<file path="src/rtl/key_event_decoder.sv">
// Classifies debounced key activity on four keys into SHORT/LONG/DOUBLE/REPEAT events
// and serialises them through a single valid/ready command port, lowest key index first.
module key_event_decoder #(
  parameter int unsigned CNT_W         = 32,
  parameter int unsigned LONG_CYCLES   = 100,
  parameter int unsigned REPEAT_CYCLES = 20,
  parameter int unsigned DBL_CYCLES    = 40
) (
  input  logic       sys_clk,
  input  logic       sys_rst,
  input  logic [3:0] key_flag,
  input  logic [3:0] key_value,
  output logic       cmd_valid,
  output logic [1:0] cmd_key,
  output logic [1:0] cmd_type,
  input  logic       cmd_ready,
  output logic       evt_overflow
);

  localparam logic [2:0] S_IDLE   = 3'd0;
  localparam logic [2:0] S_PRESS  = 3'd1;
  localparam logic [2:0] S_HOLD   = 3'd2;
  localparam logic [2:0] S_WAIT2  = 3'd3;
  localparam logic [2:0] S_PRESS2 = 3'd4;

  localparam logic [1:0] EV_SHORT  = 2'd0;
  localparam logic [1:0] EV_LONG   = 2'd1;
  localparam logic [1:0] EV_DOUBLE = 2'd2;
  localparam logic [1:0] EV_REPEAT = 2'd3;

  localparam logic [CNT_W-1:0] LONG_LAST = CNT_W'(LONG_CYCLES - 1);
  localparam logic [CNT_W-1:0] REP_LAST  = CNT_W'(REPEAT_CYCLES - 1);
  localparam logic [CNT_W-1:0] DBL_LAST  = CNT_W'(DBL_CYCLES - 1);

  logic [3:0][2:0]       r_state;
  logic [3:0][CNT_W-1:0] r_cnt;
  logic [3:0]            r_slot_vld;
  logic [3:0][1:0]       r_slot_type;
  logic                  r_cmd_valid;
  logic [1:0]            r_cmd_key;
  logic [1:0]            r_cmd_type;
  logic                  r_ovf;

  logic [3:0][2:0]       w_state_d;
  logic [3:0][CNT_W-1:0] w_cnt_d;
  logic [3:0]            w_emit;
  logic [3:0][1:0]       w_emit_type;
  logic [3:0]            w_press;
  logic [3:0]            w_release;
  logic                  w_any;
  logic [1:0]            w_sel;
  logic                  w_load;
  logic [3:0]            w_drain;
  logic                  w_ovf;

  assign w_press   = key_flag & ~key_value;
  assign w_release = key_flag & key_value;

  // Release beats LONG/REPEAT and press beats the DOUBLE-window timeout.
  always_comb begin
    for (int k = 0; k < 4; k++) begin
      w_state_d[k]   = r_state[k];
      w_cnt_d[k]     = r_cnt[k];
      w_emit[k]      = 1'b0;
      w_emit_type[k] = EV_SHORT;
      case (r_state[k])
        S_IDLE: begin
          if (w_press[k]) begin
            w_state_d[k] = S_PRESS;
            w_cnt_d[k]   = '0;
          end
        end
        S_PRESS: begin
          if (w_release[k]) begin
            w_state_d[k] = S_WAIT2;
            w_cnt_d[k]   = '0;
          end else if (r_cnt[k] == LONG_LAST) begin
            w_emit[k]      = 1'b1;
            w_emit_type[k] = EV_LONG;
            w_state_d[k]   = S_HOLD;
            w_cnt_d[k]     = '0;
          end else begin
            w_cnt_d[k] = r_cnt[k] + CNT_W'(1);
          end
        end
        S_HOLD: begin
          if (w_release[k]) begin
            w_state_d[k] = S_IDLE;
            w_cnt_d[k]   = '0;
          end else if (r_cnt[k] == REP_LAST) begin
            w_emit[k]      = 1'b1;
            w_emit_type[k] = EV_REPEAT;
            w_cnt_d[k]     = '0;
          end else begin
            w_cnt_d[k] = r_cnt[k] + CNT_W'(1);
          end
        end
        S_WAIT2: begin
          if (w_press[k]) begin
            w_emit[k]      = 1'b1;
            w_emit_type[k] = EV_DOUBLE;
            w_state_d[k]   = S_PRESS2;
            w_cnt_d[k]     = '0;
          end else if (r_cnt[k] == DBL_LAST) begin
            w_emit[k]      = 1'b1;
            w_emit_type[k] = EV_SHORT;
            w_state_d[k]   = S_IDLE;
            w_cnt_d[k]     = '0;
          end else begin
            w_cnt_d[k] = r_cnt[k] + CNT_W'(1);
          end
        end
        S_PRESS2: begin
          if (w_release[k]) begin
            w_state_d[k] = S_IDLE;
          end
        end
        default: begin
          w_state_d[k] = S_IDLE;
          w_cnt_d[k]   = '0;
        end
      endcase
    end
  end

  always_ff @(posedge sys_clk or posedge sys_rst) begin
    if (sys_rst) begin
      r_state <= '0;
      r_cnt   <= '0;
    end else begin
      r_state <= w_state_d;
      r_cnt   <= w_cnt_d;
    end
  end

  // Lowest-index full slot is drained whenever the output register can take a command.
  always_comb begin
    w_any = |r_slot_vld;
    w_sel = 2'd0;
    for (int k = 3; k >= 0; k--) begin
      if (r_slot_vld[k]) w_sel = 2'(k);
    end
    w_load = ~r_cmd_valid | cmd_ready;
    for (int k = 0; k < 4; k++) begin
      w_drain[k] = w_load & w_any & (w_sel == 2'(k));
    end
    w_ovf = |(w_emit & r_slot_vld & ~w_drain);
  end

  always_ff @(posedge sys_clk or posedge sys_rst) begin
    if (sys_rst) begin
      r_slot_vld  <= '0;
      r_slot_type <= '0;
    end else begin
      for (int k = 0; k < 4; k++) begin
        if (w_emit[k]) begin
          r_slot_vld[k]  <= 1'b1;
          r_slot_type[k] <= w_emit_type[k];
        end else if (w_drain[k]) begin
          r_slot_vld[k] <= 1'b0;
        end
      end
    end
  end

  always_ff @(posedge sys_clk or posedge sys_rst) begin
    if (sys_rst) begin
      r_cmd_valid <= 1'b0;
      r_cmd_key   <= 2'd0;
      r_cmd_type  <= 2'd0;
      r_ovf       <= 1'b0;
    end else begin
      r_ovf <= w_ovf;
      if (w_load) begin
        r_cmd_valid <= w_any;
        if (w_any) begin
          r_cmd_key  <= w_sel;
          r_cmd_type <= r_slot_type[w_sel];
        end
      end
    end
  end

  assign cmd_valid    = r_cmd_valid;
  assign cmd_key      = r_cmd_key;
  assign cmd_type     = r_cmd_type;
  assign evt_overflow = r_ovf;

endmodule

</file>
<file path="config.mk">
export PLATFORM = sky130hd
export DESIGN_NAME = key_event_decoder
export DESIGN_NICKNAME = d
export VERILOG_FILES = /design/src/rtl/key_event_decoder.sv
export SDC_FILE = /design/constraint.sdc
export NUM_CORES = 1
export LEC_CHECK = 0
export BUFFER_PORTS_ARGS = -buffer_cell sky130_fd_sc_hd__buf_2
export CAP_MARGIN = 25
export CORE_UTILIZATION = 45
export CTS_CLUSTER_SIZE = 25
export DETAILED_ROUTE_END_ITERATION = 12
export PLACE_DENSITY = 0.64
export RECOVER_POWER = 25
export SYNTH_ARGS = -nofsm -noshare
export SYNTH_HDL_FRONTEND = slang
export SYNTH_SLANG_ARGS = --single-unit
</file>
<file path="constraint.sdc">
create_clock -name sys_clk -period 6.9 [get_ports sys_clk]
set_input_delay 1.38 -clock sys_clk [delete_from_list [all_inputs] [get_ports sys_clk]]
set_output_delay 1.38 -clock sys_clk [all_outputs]
set_load 0.005 [all_outputs]
</file>
Yosys cells after proc, flatten, opt, wreduce, memory -nomap -nowiden
Cells that the tools add are included.
{"block": "totals", "regBits": 158, "inputBits": 11, "wordCells": 239}
{"block": "classes", "add_sub_neg": 4, "n_lt_le_gt_ge": 1, "eq_ne": 47, "muxes": 126, "bitwise": 17, "n_reduce_logical": 24}
{"op": "2-to-1 mux 32 bit", "n": 28}
{"op": "one-hot mux 32 bit (5 select lines)", "n": 4}
{"op": "adder 32 x 1 -> 32 bit (second input constant)", "n": 4}
{"op": "equality test 32 x 5 -> 1 bit (second input constant)", "n": 4}
{"op": "equality test 32 x 6 -> 1 bit (second input constant)", "n": 4}
{"op": "equality test 32 x 7 -> 1 bit (second input constant)", "n": 4}
{"op": "2-to-1 mux 3 bit", "n": 24}
{"op": "one-hot mux 3 bit (4 select lines)", "n": 4}
{"op": "2-to-1 mux 1 bit", "n": 40}
{"op": "2-to-1 mux 2 bit", "n": 17}
{"op": "equality test 3 x 2 -> 1 bit (second input constant)", "n": 8}
{"op": "inequality test 3 bit (second input constant)", "n": 8}
{"op": "one-hot mux 2 bit (3 select lines)", "n": 4}
{"op": "AND 4 bit", "n": 4}
{"op": "AND reduction 4 bit", "n": 4}
{"op": "equality test 3 x 1 -> 1 bit (second input constant)", "n": 4}
{"op": "equality test 3 bit (second input constant)", "n": 4}
{"op": "logical NOT 3 bit", "n": 4}
{"op": "one-hot mux 1 bit (3 select lines)", "n": 4}
{"op": "AND reduction 2 bit", "n": 5}
{"op": "inequality test 2 x 1 -> 1 bit (second input constant)", "n": 4}
{"op": "inequality test 2 bit (second input constant)", "n": 4}
{"op": "inverter 4 bit", "n": 2}
{"op": "nonzero test 2 bit", "n": 4}
{"op": "10 further kinds", "n": 23}

Longest topological paths before layout
Gate-level depths: netlist of the first run.
{"block": "depth", "depth_word": 9, "mapped_depth": 9, "ltp_nobuf": 7}

Worst setup path after synthesis of the first run
No wires, ideal clock.
{"block": "synth_path", "path_kind": "input -> register", "from": "input port key_value[3]", "to": "register r_cnt[117] (netlist bit)", "setup_ps": 104, "t_arrival_ps": 2875, "required_ps": 6796, "path_slack_ps": 3922, "path_stages": 7, "path_buffers": 1, "path_cell_list": "nand2_1 or3b_4 nor4bb_1 a211oi_4 nor2_2 buf_6 o41ai_2"}
{"block": "synth_between", "elab_chain_len": 4, "elab_cells_between_ends": 9, "classes_between": "eq/ne: 1; mux: 4; bitwise: 3; reduce/logical: 1"}
{"item": "from (decl)", "line": "12", "source": "input logic [3:0] key_value,"}
{"item": "inverter 4 bit", "line": "56", "source": "assign w_press = key_flag & ~key_value;"}
{"item": "AND 4 bit", "line": "56"}
{"item": "2-to-1 mux 32 bit or inequality test 2 bit (tied branches)"}
{"item": "one-hot mux 32 bit (5 select lines) or AND reduction 2 bit (tied branches)"}
{"item": "to (signal assigned)", "line": "132", "source": "r_cnt <= w_cnt_d;"}
{"item": "to (decl)", "line": "36", "source": "logic [3:0][CNT_W-1:0] r_cnt;"}
Parallel ways exist; a longest one is shown, timed or not.
A chain may end at the register's enable or synchronous reset.

==> impl_results.md, run 1 <==
* CP Capture Type: async pin
* GP Congestion at ~0.83
* YS warnings at 0
* Critical path class: primary input to async pin
* Row Count at 52
* Worst hold margin at roughly 0.48 ns
* Area growth from synthesis to layout at 9.58%
* Die area at roughly 22000 um2
* Synth top cells by count: dfrtp_1 (158), nand2_1 (141), nor2_1 (64)
* Clk sinks at about 160
* Post-synthesis cell type count at 76
* Vias in the first global route at between 7000 and 8000
* Syn Std Cell Area at roughly 9400 um2
* Crit share post-route at around 56%
* Pwr per Cell Area at ~310 nW/um2
* Synth async-reset ratio at 100%
* Post-CTS Hold Buffers at 0
* Worst Hold Class: flop to flop
* Ranking of synthesized cells by area: dfrtp_1 (42%), nand2_1 (5.6%), nand3_1 (3.0%)
* Multi-input gate area in the final layout at between 5000 and 6000 um2
* DR DRC count at 0
* DR WL/cell at around 17 um
* Number of I/O pins at 17
* Critical Path Source Type: primary input
* Critical Path RT at 7.49 ns
* Failing checks: capacitance limit, slew limit
* Fin. max-slew vios at about 80
* Routed Antenna Nets at 0
* Status: finished, violations left
* Share of layout cells above drive strength 1 at about 8.9%
* Synth Area per Inst at 8.75 um2
* Max cap viols at 1
* Core Box Area at 20400 um2
* Vias per cell at slightly above 6
* Synth Flop Type: dfrtp_1
* Post-synth EDFFs at 0
* Syn nets at around 1100
* R2R Path Start: r_cnt[96]
* CTS tree: built
* F_max at about 260 MHz
* Largest net degree at the start of global routing at 82
* Register area share after synthesis at 42.0%
* Global route overflow at 0
* LEAKAGE at 4.12 nW
* Post_cts resized at 0
* Max Root-Sink Buffers at 2
* Final setup violating endpoints at 0
* Arr. time, crit path at roughly 4.4 ns
* Final setup TNS at 0 ns
* Total track usage at between 20 and 25%
* Worst Max-Slew Pin Slew at approximately 3.7 ns
* Fin crit period at 3.84 ns
* Worst slew margin at -147%
* Number of buffers added on ports at 16
* Die X at 147 um
* Global-route wire length before repair at 38800 um
* Final Hold Fails at 0
* Area leader, netlist: dfrtp_1
* Htree depth at 4
* Critical path launch point: sys_rst
* Routed vias at approximately 8200
* Post-CTS Setup Bufs at 0
* Post-Place Setup Slack at about 3.1 ns
* Final Net Count at approximately 1100
* Final worst slack at roughly 3.1 ns
* Most frequent cell after synthesis: dfrtp_1
* Post-synthesis instance total at between 1000 and 1500
* Initial core utilization at 46.2%
* Synth top area share at 42.0%
* Clock Pin Slew Worst Setup and Hold Paths at 0.06 ns
* Skew final at 0.00855 ns
* DRT iter0 DRCs at roughly 690
* Sequential standard cell area at about 4000 um2
* Die height at approximately 150 um
* Overall power at approximately 3.2 mW
* Post-DP HPWL at between 10000 and 15000 um
* Maximum vdd ir drop at 0.164 mV
* Critical hold path startpoint: r_cnt[63]
* Fillers at around 1900
* Initial antenna violation count at 2
* Crit Path Max Fanout at 81
* RSZ-0062 raised after global routing: no
* CTS Buf Count at 17
* Yosys reg bits at around 160
* Clock latency at the later pin of the worst-skew pair at around 0.43 ns
* Clock root buffer: clkbuf_16
* DR pass1 iterations at 5
* Detailed Route WL at between 20000 and 25000 um
[where the power goes]
group / leakage, nW / internal [mW] / switching [mW]
Clock: 0.309 / 0.628 / 0.392
Sequential: 2.17 / 1.02 / 0.128
Combinational: 1.64 / 0.308 / 0.688
Total: 4.12 / 1.95 / 1.21
[worst paths after layout]
| kind | endpoint | slack (ns) | depth (start not counted) |
|---|---|---|---|
| setup / recovery | r_cnt[43] | 3.06 | 4 |
| hold / removal | r_cnt[63] | 0.48 | 1 |
| setup reg to reg | r_cnt[104] | 3.45 | 8 |
| hold reg to reg | r_cnt[63] | 0.48 | 1 |
| max in group sys_clk | r_cnt[104] | 3.45 | 8 |
| min in group asynchronous | r_state[9] | 2.02 | 2 |
[critical path, stage by stage]
cell        delay (ns)
buf_2             0.10
clkinvlp_2        2.05
buf_4             0.50
buf_16            0.34
[cell families after synthesis]
kind of cell	synth area share (%)
flops	42.0
fa+ha+maj	0.638
compound gates	20.6
buf+inv	4.00
xor+xnor	3.63
mux	1.58
simple gates	27.6
[final cells by class]
type	count	area share (%)
tap	270	3.27
timing repair buffer	31	2.04
sequential	158	38.3
inverter	22	0.812
clock inverter	8	1.24
multi-input combinational	832	49.3
clock buffer	24	4.96
antenna	1	0.0242
[cell usage in the layout (no fill, tap or decap), types with 10 or more instances in the layout]
cell,count
and3_1,24
o21ai_0,56
buf_4,14
nand4_1,29
o21a_1,11
xnor2_1,22
or2_2,10
clkbuf_16,17
inv_1,21
a21oi_1,46
o22ai_1,12
nor3_1,41
dfrtp_1,158
and4_1,14
a31oi_1,20
o31ai_1,26
nor2_1,64
nand2_1,141
nand2b_1,16
nand3_1,57
or3_1,11
nor4_1,37
o221ai_1,24
buf_2,14
xor2_1,17
[state kept, by name, indices dropped and copies added, names as in the netlist]
signal,count
r_cnt,128
cmd_valid,1
r_slot_type,8
r_slot_vld,4
cmd_key,2
evt_overflow,1
r_state,12
cmd_type,2
[per-stage QoR]
step / cell area (um2) / instances / utilization [%]
after floorplan: 9420 / 1076 / -
after global placement: 9650 / 1311 / 47.4
after detailed placement: 9660 / 1312 / 47.4
after CTS: 10300 / 1344 / 50.6
after global routing: 10300 / 1346 / 50.7
final: 10300 / 1346 / 50.7
[per-layer routing]
layer	vias up	share of wire [%]	global-route usage [%]
li1	4033	-	-
met1	3982	49	32.0
met2	189	46	33.2
met3	28	4.1	4.09
met4	2	1.1	6.04
met5	-	0.058	0
Note: power is estimated with default switching activity, not from simulation.
==> run 2: changes to the inputs <==
--- a/config.mk
+++ b/config.mk
@@ -5,12 +5,13 @@
 export SDC_FILE = /design/constraint.sdc
 export NUM_CORES = 1
 export LEC_CHECK = 0
+export ABC_AREA = 1
 export BUFFER_PORTS_ARGS = -buffer_cell sky130_fd_sc_hd__buf_2
 export CAP_MARGIN = 25
 export CORE_UTILIZATION = 45
 export CTS_CLUSTER_SIZE = 25
 export DETAILED_ROUTE_END_ITERATION = 12
-export PLACE_DENSITY = 0.64
+export PLACE_DENSITY = 0.67
 export RECOVER_POWER = 25
 export SYNTH_ARGS = -nofsm -noshare
 export SYNTH_HDL_FRONTEND = slang
==> constraint.sdc (replaced) <==
create_clock -name sys_clk -period 3.1 [get_ports sys_clk]
set_input_delay 0.62 -clock sys_clk [delete_from_list [all_inputs] [get_ports sys_clk]]
set_output_delay 0.62 -clock sys_clk [all_outputs]
set_load 0.005 [all_outputs]
==> run 2 against run 1 <==
Against the previous run:
- the flow now finishes without violations
- global-route usage increased by 0.58 points
- hold slack worse by 0.13 ns
- combinational power grew 99%
- synthesized area rose by 14%
- final cell count rose by 48%
- non-clock buffer count shrank 2
- count of clock-buffer cells in the layout fell by 6
- critical path type is now flop to flop
==> impl_results.md, run 2 <==
* Status: complete, no violations
* Crit share post-route at between 60 and 70%
* Synth top area share at 36.7% (-5.3 points)
* Fin crit period at about 2.1 ns
* Die area at 24600 um2 (+14%)
* Die height at 157 um (+6.9%)
* DR pass1 iterations at 6 (+1)
* Worst Setup EP: r_cnt[75]
* Initial core utilization at 45.9% (-0.35 points)
* Post-Place Setup Slack at 0.760 ns (-2.32 ns)
* Area growth from synthesis to layout at 8.99%
* Critical Path RT at 3.46 ns (-4.03 ns)
* CP dominant cell by count: nor2_1
* Synth Flop Type: dfrtp_1
* Placed cells at 1954 (+49%)
* DR WL/cell at 13.0 um (-22%)
* Skew final at 0.0203 ns (+0.0118 ns)
* Max FFs per register at 128 (unchanged)
* Post-synthesis instance total at 1630 (+51%)
* Post-DP HPWL at 19400 um (+32%)
* Arr. time, crit path at 2.49 ns (-1.94 ns)
* Synth Area per Inst at 6.61 um2 (-24%)
* Area leader, netlist: dfrtp_1
* GP Congestion at 0.892 (+7.7%)
* Final setup TNS at 0 ns (unchanged)
* Clock latency at the later pin of the worst-skew pair at 0.44 ns (about the same)
* Yosys reg bits at 158 (unchanged)
* Worst Hold Class: primary input to async pin
* Clock Pin Slew Worst Setup and Hold Paths at 0.07 ns (about the same)
* Synth async-reset ratio at 100% (unchanged)
* Number of I/O pins at 17 (unchanged)
* Post-CTS Hold Buffers at 0 (unchanged)
* Global route overflow at 0 (unchanged)
* CP Cell Sequence: nor2_1, inv_1, nor2_1, nand2_1, nand2_2, clkinv_1, nand3_1, inv_1, nor2_1
* Synth top cells by count: nand2_1 (472), nor2_1 (243), inv_1 (224)
* Crit Path Max Fanout at 21 (-74%)
* Initial antenna violation count at 0 (-2)
* Vias in the first global route at 9460 (+24%)
* F_max at 469 MHz
* Final Hold Fails at 0 (unchanged)
* CP Capture Type: flop
* Max Root-Sink Buffers at 2 (unchanged)
* Max stage delay on crit path at 0.53 ns (-1.52 ns)
* Commonest cells after routing, fill and taps aside: nand2_1 (472), nor2_1 (243), inv_1 (223), dfrtp_1 (158), nand3_1 (110)
* YS warnings at 0 (unchanged)
* R2R Path Start: r_state[7]
* Worst slew margin at 9.49% (+160 points)
* Ranking of synthesized cells by area: dfrtp_1 (37%), nand2_1 (16%), nor2_1 (8.5%)
* Register area share after synthesis at 36.7% (-5.3 points)
* Pwr per Cell Area at 551 nW/um2 (+80%)
* Detailed Route WL at 25800 um (+15%)
* Post-CTS Setup Bufs at 0 (unchanged)
* Final worst slack at 0.969 ns (-2.09 ns)
* Post-synthesis cell type count at 49 (-36%)
* RSZ-0062 raised after global routing: no
* Final cell count without fillers at 1986 (+48%)
* Most frequent cell after synthesis: nand2_1
* Most flops, register: r_cnt
* Final Net Count at 1669 (+55%)
* Htree depth at 4 (unchanged)
* Row Count at 56 (+7.7%)
* Share of layout cells above drive strength 1 at 7.98% (-0.95 points)
* DRT iter0 DRCs at 721 (+4.6%)
* Syn Std Cell Area at 10800 um2 (+14%)
* CTS Buf Count at 17 (unchanged)
* Vias per cell at 5.09 (-17%)
* Routed Antenna Nets at 0 (unchanged)
* Largest net degree at the start of global routing at 43 (-48%)
* Reg2reg end: r_cnt[75]
* Max cap viols at 0 (-1)
* Global-route wire length before repair at 44800 um (+15%)
* R2R depth at 9 (+1)
* Largest regs: r_cnt x128, r_state x12, r_slot_type x8
* Clk sinks at 158 (unchanged)
* Critical path launch point: r_state[7]
* DR DRC count at 0 (unchanged)
* Post_cts resized at 0 (unchanged)
* Maximum vdd ir drop at 0.366 mV (+120%)
* Final setup violating endpoints at 0 (unchanged)
* Ant. Diodes at 0 (-1)
* Critical Path Source Type: flop
* Post-synth EDFFs at 0 (unchanged)
* Core Box Area at 23500 um2 (+15%)
* Reg-to-reg slack, setup at 0.97 ns (-2.48 ns)
* Overall power at 6.47 mW (+100%)
* Total track usage at 22.6% (+0.58 points)
* Clock root buffer: clkbuf_16
* Fin. max-slew vios at 0 (-100%)
* Syn nets at 1645 (+51%)
* Die X at 157 um (+6.9%)
* CTS tree: built
* Slowest-stage cell, CP: clkinv_1
* Routed vias at 10100 (+23%)
* Number of buffers added on ports at 16 (unchanged)
* Critical path class: flop to flop
* Most common cell after layout, fill and taps aside: nand2_1
* LEAKAGE at 5.61 nW (+36%)
* Worst Max-Slew Pin Slew at 1.36 ns (-2.33 ns)
==> run 2: worst max-delay path: cells and delay by family, from the launching register on <==
family,cells,cell delay (ns)
buf+inv,3,0.71
simple gates,6,0.94
flops,1,0.40
==> run 2: kinds of logic (layout without fill, tap and decap cells) <==
kind of cell | Yosys count | after routing | share of synthesized area, %
DFF | 158 | 158 | 36.7
xor gates and xnor gates | 57 | 57 | 4.63
adders and majority gates | 4 | 4 | 0.465
and+or+nand+nor | 1016 | 1016 | 41.8
buffers and inverters | 263 | 300 | 9.74
AOI/OAI and AO/OA | 132 | 132 | 6.65
==> run 2: how the worst min path moves through the flow <==
stage	to	slack, ns	cells past startpoint
floorplan	r_slot_type[2]	0.44	2
global placement	r_slot_type[2]	0.46	2
detailed placement	r_slot_type[2]	0.46	2
CTS	r_cnt[82]	0.25	2
global route	r_cnt[82]	0.42	2
finish	r_state[9]	0.35	2
==> run 2: final cells by class <==
| type | count | area (um2) |
|---|---|---|
| clock inverter | 14 | 110 |
| clock buffer | 18 | 439 |
| timing repair buffer | 29 | 171 |
| multi-input combinational | 1209 | 5770 |
| sequential | 158 | 3950 |
| tap | 319 | 399 |
| fill | 2399 | 11700 |
| inverter | 239 | 898 |
==> run 2: metal layers <==
layer,global-route usage [%],routed length (um),up-vias
met5,0,0,-
met4,6.02,329,0
met3,2.80,750,25
met2,36.7,11900,174
met1,31.5,12800,4674
li1,-,-,5239
==> run 2: metrics by stage <==
step / cell area [um2] / hold WS, ns / utilization (%)
after global placement: 11200 / 0.462 / 47.8
after floorplan: 10800 / 0.437 / -
final: 11700 / 0.346 / 50.0
after detailed placement: 11200 / 0.464 / 47.8
after CTS: 11800 / 0.246 / 50.2
after global routing: 11700 / 0.417 / 50.0
==> run 2: power breakdown <==
group          total (mW)  leakage (nW)  internal (mW)  switching, mW
clock                2.00         0.260           1.06          0.938
sequential           2.49          2.16           2.29          0.203
combinational        1.98          3.19          0.542           1.44
total                6.47          5.61           3.89           2.58
